**config.mk**
```make
export PLATFORM = sky130hd
export DESIGN_NAME = result_reader
export DESIGN_NICKNAME = d
export VERILOG_FILES = /design/src/rtl/result_reader.sv
export SDC_FILE = /design/constraint.sdc
export NUM_CORES = 1
export LEC_CHECK = 0
export CAP_MARGIN = 15
export CORE_MARGIN = 2
export CORE_UTILIZATION = 30
export DETAILED_ROUTE_END_ITERATION = 12
export GPL_ROUTABILITY_DRIVEN = 0
export PLACE_DENSITY = 0.49
export SYNTH_ARGS = -nofsm -noshare
export SYNTH_HDL_FRONTEND = slang
export SYNTH_SLANG_ARGS = --single-unit
```
**constraint.sdc**
```tcl
create_clock -name clk -period 8.5 [get_ports clk]
set_input_delay 2.55 -clock clk [delete_from_list [all_inputs] [get_ports clk]]
set_output_delay 2.55 -clock clk [all_outputs]
set_load 0.005 [all_outputs]
```
**src/rtl/result_reader.sv**
```systemverilog
// result_reader: streams a block of result words out of a synchronous-read
// memory after the accelerator signals completion.
//
// A start pulse in IDLE latches the base address and word count. Reads are
// issued at base+index (wrapping at 2^ADDR_W) into a 2-entry FIFO, and the
// FIFO head is presented on a valid/ready stream with out_last on the final
// word. A one-cycle done pulse follows acceptance of the final beat.
//
// Ports:
//   clk, rst                 clock, asynchronous active-low reset
//   start                    one-cycle readback request (honoured in IDLE only)
//   output_memory_offset     base address of the result block
//   result_count             number of words to stream (0 -> done, no beats)
//   mem_read_addr            memory address; holds when no read is issued
//   mem_read_data            memory data, valid one cycle after the address
//   out_data/valid/ready/last  result stream
//   busy, done               status
//
// Build option: define RESULT_READER_RELU_EN to clamp negative words
// (MSB set) to zero on out_data. Timing and beat count are unaffected.
//
// state | meaning
// IDLE  | waiting for start
// READ  | issuing reads, streaming words
// DRAIN | all reads issued, emptying FIFO
// DONE  | one-cycle done pulse

module result_reader #(
  parameter int DATA_W = 18,
  parameter int ADDR_W = 16
) (
  input  logic              clk,
  input  logic              rst,
  input  logic              start,
  input  logic [ADDR_W-1:0] output_memory_offset,
  input  logic [ADDR_W-1:0] result_count,
  output logic [ADDR_W-1:0] mem_read_addr,
  input  logic [DATA_W-1:0] mem_read_data,
  output logic [DATA_W-1:0] out_data,
  output logic              out_valid,
  input  logic              out_ready,
  output logic              out_last,
  output logic              busy,
  output logic              done
);

  typedef enum logic [1:0] {IDLE, READ, DRAIN, DONE} state_t;

  state_t            state_q, state_d;
  logic [ADDR_W-1:0] base_q, base_d;
  logic [ADDR_W-1:0] count_q, count_d;
  logic [ADDR_W-1:0] index_q, index_d;
  logic [ADDR_W-1:0] addr_q, addr_d;
  logic              inflight_q, inflight_d;
  logic              infl_last_q, infl_last_d;
  logic [DATA_W-1:0] fifo_data_q [2];
  logic [DATA_W-1:0] fifo_data_d [2];
  logic [1:0]        fifo_last_q, fifo_last_d;
  logic              wr_ptr_q, wr_ptr_d;
  logic              rd_ptr_q, rd_ptr_d;
  logic [1:0]        fifo_cnt_q, fifo_cnt_d;

  logic              pop;
  logic              issue;
  logic              is_last;
  logic [1:0]        occ;
  logic [ADDR_W-1:0] issue_addr;
  logic [DATA_W-1:0] head_word;

  assign out_valid = (fifo_cnt_q != 2'd0);
  assign pop       = out_valid & out_ready;
  assign head_word = fifo_data_q[rd_ptr_q];

  // Occupancy counts the beat leaving this cycle, so a full-rate stream can
  // keep one read in flight while one word sits in the FIFO.
  assign occ        = fifo_cnt_q + {1'b0, inflight_q} - {1'b0, pop};
  assign issue      = (state_q == READ) && (occ < 2'd2);
  assign is_last    = (index_q == count_q - 1'b1);
  assign issue_addr = base_q + index_q;

  // The address is driven combinationally on the issue cycle so data can be
  // captured the next cycle; otherwise the last issued address is held.
  assign mem_read_addr = issue ? issue_addr : addr_q;

  always_comb begin
    state_d     = state_q;
    base_d      = base_q;
    count_d     = count_q;
    index_d     = index_q;
    addr_d      = addr_q;
    inflight_d  = issue;
    infl_last_d = issue & is_last;
    fifo_data_d = fifo_data_q;
    fifo_last_d = fifo_last_q;
    wr_ptr_d    = wr_ptr_q;
    rd_ptr_d    = rd_ptr_q;
    fifo_cnt_d  = fifo_cnt_q + {1'b0, inflight_q} - {1'b0, pop};

    if (inflight_q) begin
      fifo_data_d[wr_ptr_q] = mem_read_data;
      fifo_last_d[wr_ptr_q] = infl_last_q;
      wr_ptr_d              = ~wr_ptr_q;
    end
    if (pop) begin
      rd_ptr_d = ~rd_ptr_q;
    end

    case (state_q)
      IDLE: begin
        if (start) begin
          base_d  = output_memory_offset;
          count_d = result_count;
          index_d = '0;
          state_d = (result_count == '0) ? DONE : READ;
        end
      end
      READ: begin
        if (issue) begin
          addr_d  = issue_addr;
          index_d = index_q + 1'b1;
          if (is_last) state_d = DRAIN;
        end
      end
      DRAIN: begin
        if ((fifo_cnt_d == 2'd0) && !inflight_q) state_d = DONE;
      end
      DONE: begin
        state_d = IDLE;
      end
      default: state_d = IDLE;
    endcase
  end

  always_ff @(posedge clk or negedge rst) begin
    if (!rst) begin
      state_q        <= IDLE;
      base_q         <= '0;
      count_q        <= '0;
      index_q        <= '0;
      addr_q         <= '0;
      inflight_q     <= 1'b0;
      infl_last_q    <= 1'b0;
      fifo_data_q[0] <= '0;
      fifo_data_q[1] <= '0;
      fifo_last_q    <= '0;
      wr_ptr_q       <= 1'b0;
      rd_ptr_q       <= 1'b0;
      fifo_cnt_q     <= '0;
    end else begin
      state_q        <= state_d;
      base_q         <= base_d;
      count_q        <= count_d;
      index_q        <= index_d;
      addr_q         <= addr_d;
      inflight_q     <= inflight_d;
      infl_last_q    <= infl_last_d;
      fifo_data_q[0] <= fifo_data_d[0];
      fifo_data_q[1] <= fifo_data_d[1];
      fifo_last_q    <= fifo_last_d;
      wr_ptr_q       <= wr_ptr_d;
      rd_ptr_q       <= rd_ptr_d;
      fifo_cnt_q     <= fifo_cnt_d;
    end
  end

  always_comb begin
    out_data = '0;
    if (out_valid) begin
`ifdef RESULT_READER_RELU_EN
      out_data = head_word[DATA_W-1] ? '0 : head_word;
`else
      out_data = head_word;
`endif
    end
  end

  assign out_last = out_valid & fifo_last_q[rd_ptr_q];
  assign busy     = (state_q != IDLE);
  assign done     = (state_q == DONE);

endmodule
```
Yosys cells after proc, flatten, opt, wreduce, memory -nomap -nowiden. Index checks and enable logic that the tools add are counted.

Input port bits: 54. Output and inout port bits: 38. Register bits after elaboration: 110.

Eq/ne operators: 8. Reduce and logical (&&, ||, !) cells: 14. Magnitude comparators: 7. Muxes and demuxes: 22. Bitwise logic cells: 7. Add/sub/neg operators: 5.

Operator list (count): two-way mux 18 bit (5); two-way mux 16 bit (3); bitwise mux 36 bit (1); case mux 16 bit (2 select lines) (1); demux 18 bit (select 1 bit) (1); adder 16 x 1 -> 16 bit (second input constant) (1); adder 16 bit (1); equality test 16 bit (1); logical NOT 16 bit (1); subtractor 16 x 1 -> 16 bit (second input constant) (1); two-way mux 2 bit (5); != test 2 bit (second input constant) (4); case mux 2 bit (4 select lines) (1); nonzero test 2 bit (3); equality test 2 bit (second input constant) (2); >= comparator 2 bit (second input constant) (2); logical AND 1 bit (4); logical NOT 2 bit (2); less-than comparator 1 x 2 -> 1 bit (second input constant) (2); NOT 1 -> 2 bit (2); AND reduction 4 bit (1); AND 1 bit (3); two-way mux 1 bit (3); AND reduction 3 bit (1); 11 further kinds (12).

Logic depth before layout (Yosys ltp).
Depth after elaboration: 7. Gate-level depth with buffers: 15.

Worst setup path after synthesis. Ideal clock, no wire load.

Path type: in2out. Start: input out_ready. End: output mem_read_addr[10]. Data arrival time: 4.327 ns. Path buffers: 1. Stages: 10. Path slack: 1.623 ns. Path through: nor2b_1 ha_1 inv_1 ha_1 xnor2_1 xor2_1 nand2_1 clkbuf_1 nand2_1 o21ai_0.

Cells in the longest elaborated chain, start to end: 5.

RTL lines: start: declaration (line 41) `input logic out_ready,`; AND 1 bit (line 71) `assign pop = out_valid & out_ready;`; subtractor 2 x 1 -> 2 bit (line 76) `assign occ = fifo_cnt_q + {1'b0, inflight_q} - {1'b0, pop};`; less-than comparator 2 bit (line 77) `assign issue = (state_q == READ) && (occ < 2'd2);`; logical AND 1 bit (line 77); two-way mux 16 bit; end: declaration (line 37) `output logic [ADDR_W-1:0] mem_read_addr,`.

No other way between the ends.

Worst setup path in the final report.
Start: input out_ready. End: output mem_read_addr[11].

Cells in the longest elaborated chain, start to end: 5.

RTL lines: AND 1 bit (line 71); net pop (line 63) `logic pop;`; subtractor 2 x 1 -> 2 bit (line 76); less-than comparator 2 bit (line 77); logical AND 1 bit (line 77); two-way mux 16 bit.

The timed path passes the listed nets, and every way through them passes these cells.

==> metrics.yaml <==
status:
  status: "completed"
global_route:
  grt_pass1_wl_um: 23210
  grt_max_degree: 81
  grt-ovfl-total: 0
  grt_pass1_vias: 4641
  antenna_found_initial: 0
  grt_use_total_pct: 13.40
yosys:
  synth_cells: 572
  yosysWarnings: 0
  synth_top_family_by_area: "multiplexers"
  yosys_register_bits: 110
  synth_top_cell_by_area: "dfrtp_1"
  async_flop_share_pct: 100.0
  synth_edf_count: 0
  synth_flop_cell: "dfrtp_1"
  ys_types: 52
  synth.area.mux_share_pct: 17.03
  synth_compound_area_share_pct: 9.187
  synth_simple_gate_area_share_pct: 12.79
  synth.cell_area_um2: 6047
  synth_xor_area_share_pct: 7.097
  syn_avg_cell_area_um2: 10.57
  synth_area_leaders: "dfrtp_1, mux2_2, ha_1, mux2i_1, xor2_1"
  synth.top_cell.area_share_pct: 45.52
  synthAdderAreaFrac_pct: 5.297
  ys_seq_area_share_pct: 45.52
  syn-num-nets: 651
cells_and_area:
  fin_area_um2: 7580
  mostFrequentLayoutCell: "dfrtp_1"
  area_growth_syn_to_layout_pct: 25.35
  ff_latch_area_um2: 2753
  utilization_pct: 38.69
  fillCellCount: 1955
  final_cell_mix: "dfrtp_1, clkdlybuf4s50_1, mux2_2"
  antenna_cells: 0
  multiInputGateArea_um2: 3110
  nets: 737
  final_layout_size_suffix_gt1_share_pct: 15.84
  final_cells: 928
power_and_ir_drop:
  p_comb_share_pct: 48.7
  leakagePower_nw: 3.229
  p_total_mw: 2.695
  p_int_mw: 1.717
  switchingPower_mw: 0.9774
  powerDensity_nw_per_um2: 355.5
  vdd_drop_max_mv: 0.1587
  seq_power_share_pct: 34.6
  p_clk_share_pct: 16.6
  p_sw_share_pct: 36.27
cts:
  clock_latency_ns: 0.35
  postCtsResizedCells: 0
  cts_made_buffers: 9
  cts_buffer_depth: 2
  cts_tree: "built"
  hold_buffers: 0
  postCtsSetupBuffers: 0
  htree_num_levels: 3
  clock-sinks: 110
  cts.clk_slew.worst_paths_ns: 0.07
  root_buffer: "clkbuf_16"
placed_design:
  io_buffers: 91
  post-place-cells: 910
  post-dp-hpwl_um: 10270
  placed_area_um2: 7219
floorplan:
  die_area_um2: 21310
  ioPinCount: 92
  core-area_um2: 19590
  die_w_um: 146.0
  rows: 51
  die_height_um: 146.0
  initial_core_util_pct: 30.87
detailed_routing:
  wl_per_cell_um: 15.00
  dr.pass1.iters: 4
  dr_total_vias: 4502
  ant_nets: 0
  avgViaCountPerCell: 4.851
  drcViolationCount: 0
  totalWireLength_um: 13920
  drt_iter0_drc: 150
setup_path:
  path_max_fanout: 43
  cp-start-kind: "primary input"
  critPathCaptureType: "primary output"
  required_ns: 5.95
  rrSetupSlack_ns: 5.08
  critPathKind: "in -> out"
  crit_arrival_ns: 5.38
timing:
  hold_viol_final: 0
  slew_headroom_pct: 25.97
  fin_crit_sh_pct: 93.27
  finalCriticalPeriod_ns: 7.928
  fmax_mhz: 126.1
  rsz0062_at_grt: "false"
  fin_setup_tns_ns: 0
  drv_slew: 0
  setup_viol: 0
  tightest_slew_ns: 1.105
  finClkSkew_ns: 0.005913
hold_path:
  hold_path.class: "reg -> reg"
flow_run:
  max_cap_violations: 0
[state kept, by name (all words and copies together) (netlist names)]
register	count
fifo_data_q	36
addr_q	16
base_q	16
count_q	16
index_q	16
fifo_cnt_q	2
fifo_last_q	2
state_q	2
infl_last_q	1
inflight_q	1
rd_ptr_q	1
wr_ptr_q	1
[Yosys cell counts (all sizes together), types with 10 or more instances]
cell,instances
a21oi,22
clkbuf,14
dfrtp,110
ha,24
inv,21
mux2,71
mux2i,23
nand2,37
nand4,11
nor2,54
nor3,10
nor4,10
o21ai,42
xnor2,23
xor2,26
[cell type report]
| cell class | count | share of cell area [%] |
|---|---|---|
| multi-input cells | 418 | 41.04 |
| flip-flops and latches | 110 | 36.32 |
| repair buffers | 98 | 13.04 |
| well taps | 265 | 4.374 |
| clock buffers | 11 | 3.334 |
| inverters | 21 | 1.040 |
| clock inverters | 5 | 0.8584 |
[worst max-delay path, stage by stage]
cell and delay (ns):
clkdlybuf4s50_1 0.47, nor2b_1 0.21, ha_1 0.26, inv_1 0.06, ha_1 0.15, xnor2_1 0.13
xor2_1 0.17, buf_4 0.17, nand2_1 0.12, buf_4 0.29, o21ai_0 0.24, clkdlybuf4s50_1 0.54
[routing by layer]
metal / track usage [%] / routed length, um
met5: 0 / 0
met4: 3.058 / 138
met3: 2.884 / 555
met2: 23.47 / 6741
met1: 16.95 / 6481
[through the flow]
| step | hold slack (ns) | setup slack, ns |
|---|---|---|
| final | 0.4742 | 0.5718 |
| after global routing | 0.5149 | 0.3335 |
| after CTS | 0.4815 | 0.5554 |
| after detailed placement | 0.4596 | 0.5923 |
| after global placement | 0.4554 | 0.6633 |
| after floorplan | 0.4387 | 1.623 |
[power by group through the flow]
stage          Combinational (mW)  Sequential, mW  Clock, mW
5_1_grt                      1.46           0.969      0.489
6_report                     1.31           0.933      0.448
4_1_cts                      1.31           0.950      0.469
2_1_floorplan               0.874           0.862          0
3_5_place_dp                 1.31           0.961          0
3_3_place_gp                 1.27           0.948          0
[logic make-up after synthesis]
logic type | Yosys count
simple gates | 157
flops | 110
mux | 94
compound gates | 93
xor+xnor | 49
buf+inv | 44
fa+ha+maj | 25
[worst paths after layout]
check,startpoint,end,depth (start not counted)
max in group asynchronous,rst,count_q[3],3
min in group asynchronous,rst,base_q[7],1
max,out_ready,mem_read_addr[11],12
min,addr_q[14],addr_q[14],2
max reg2reg,fifo_cnt_q[0],index_q[11],16
min reg2reg,addr_q[14],addr_q[14],2
Note: power is estimated with default switching activity, not from simulation.
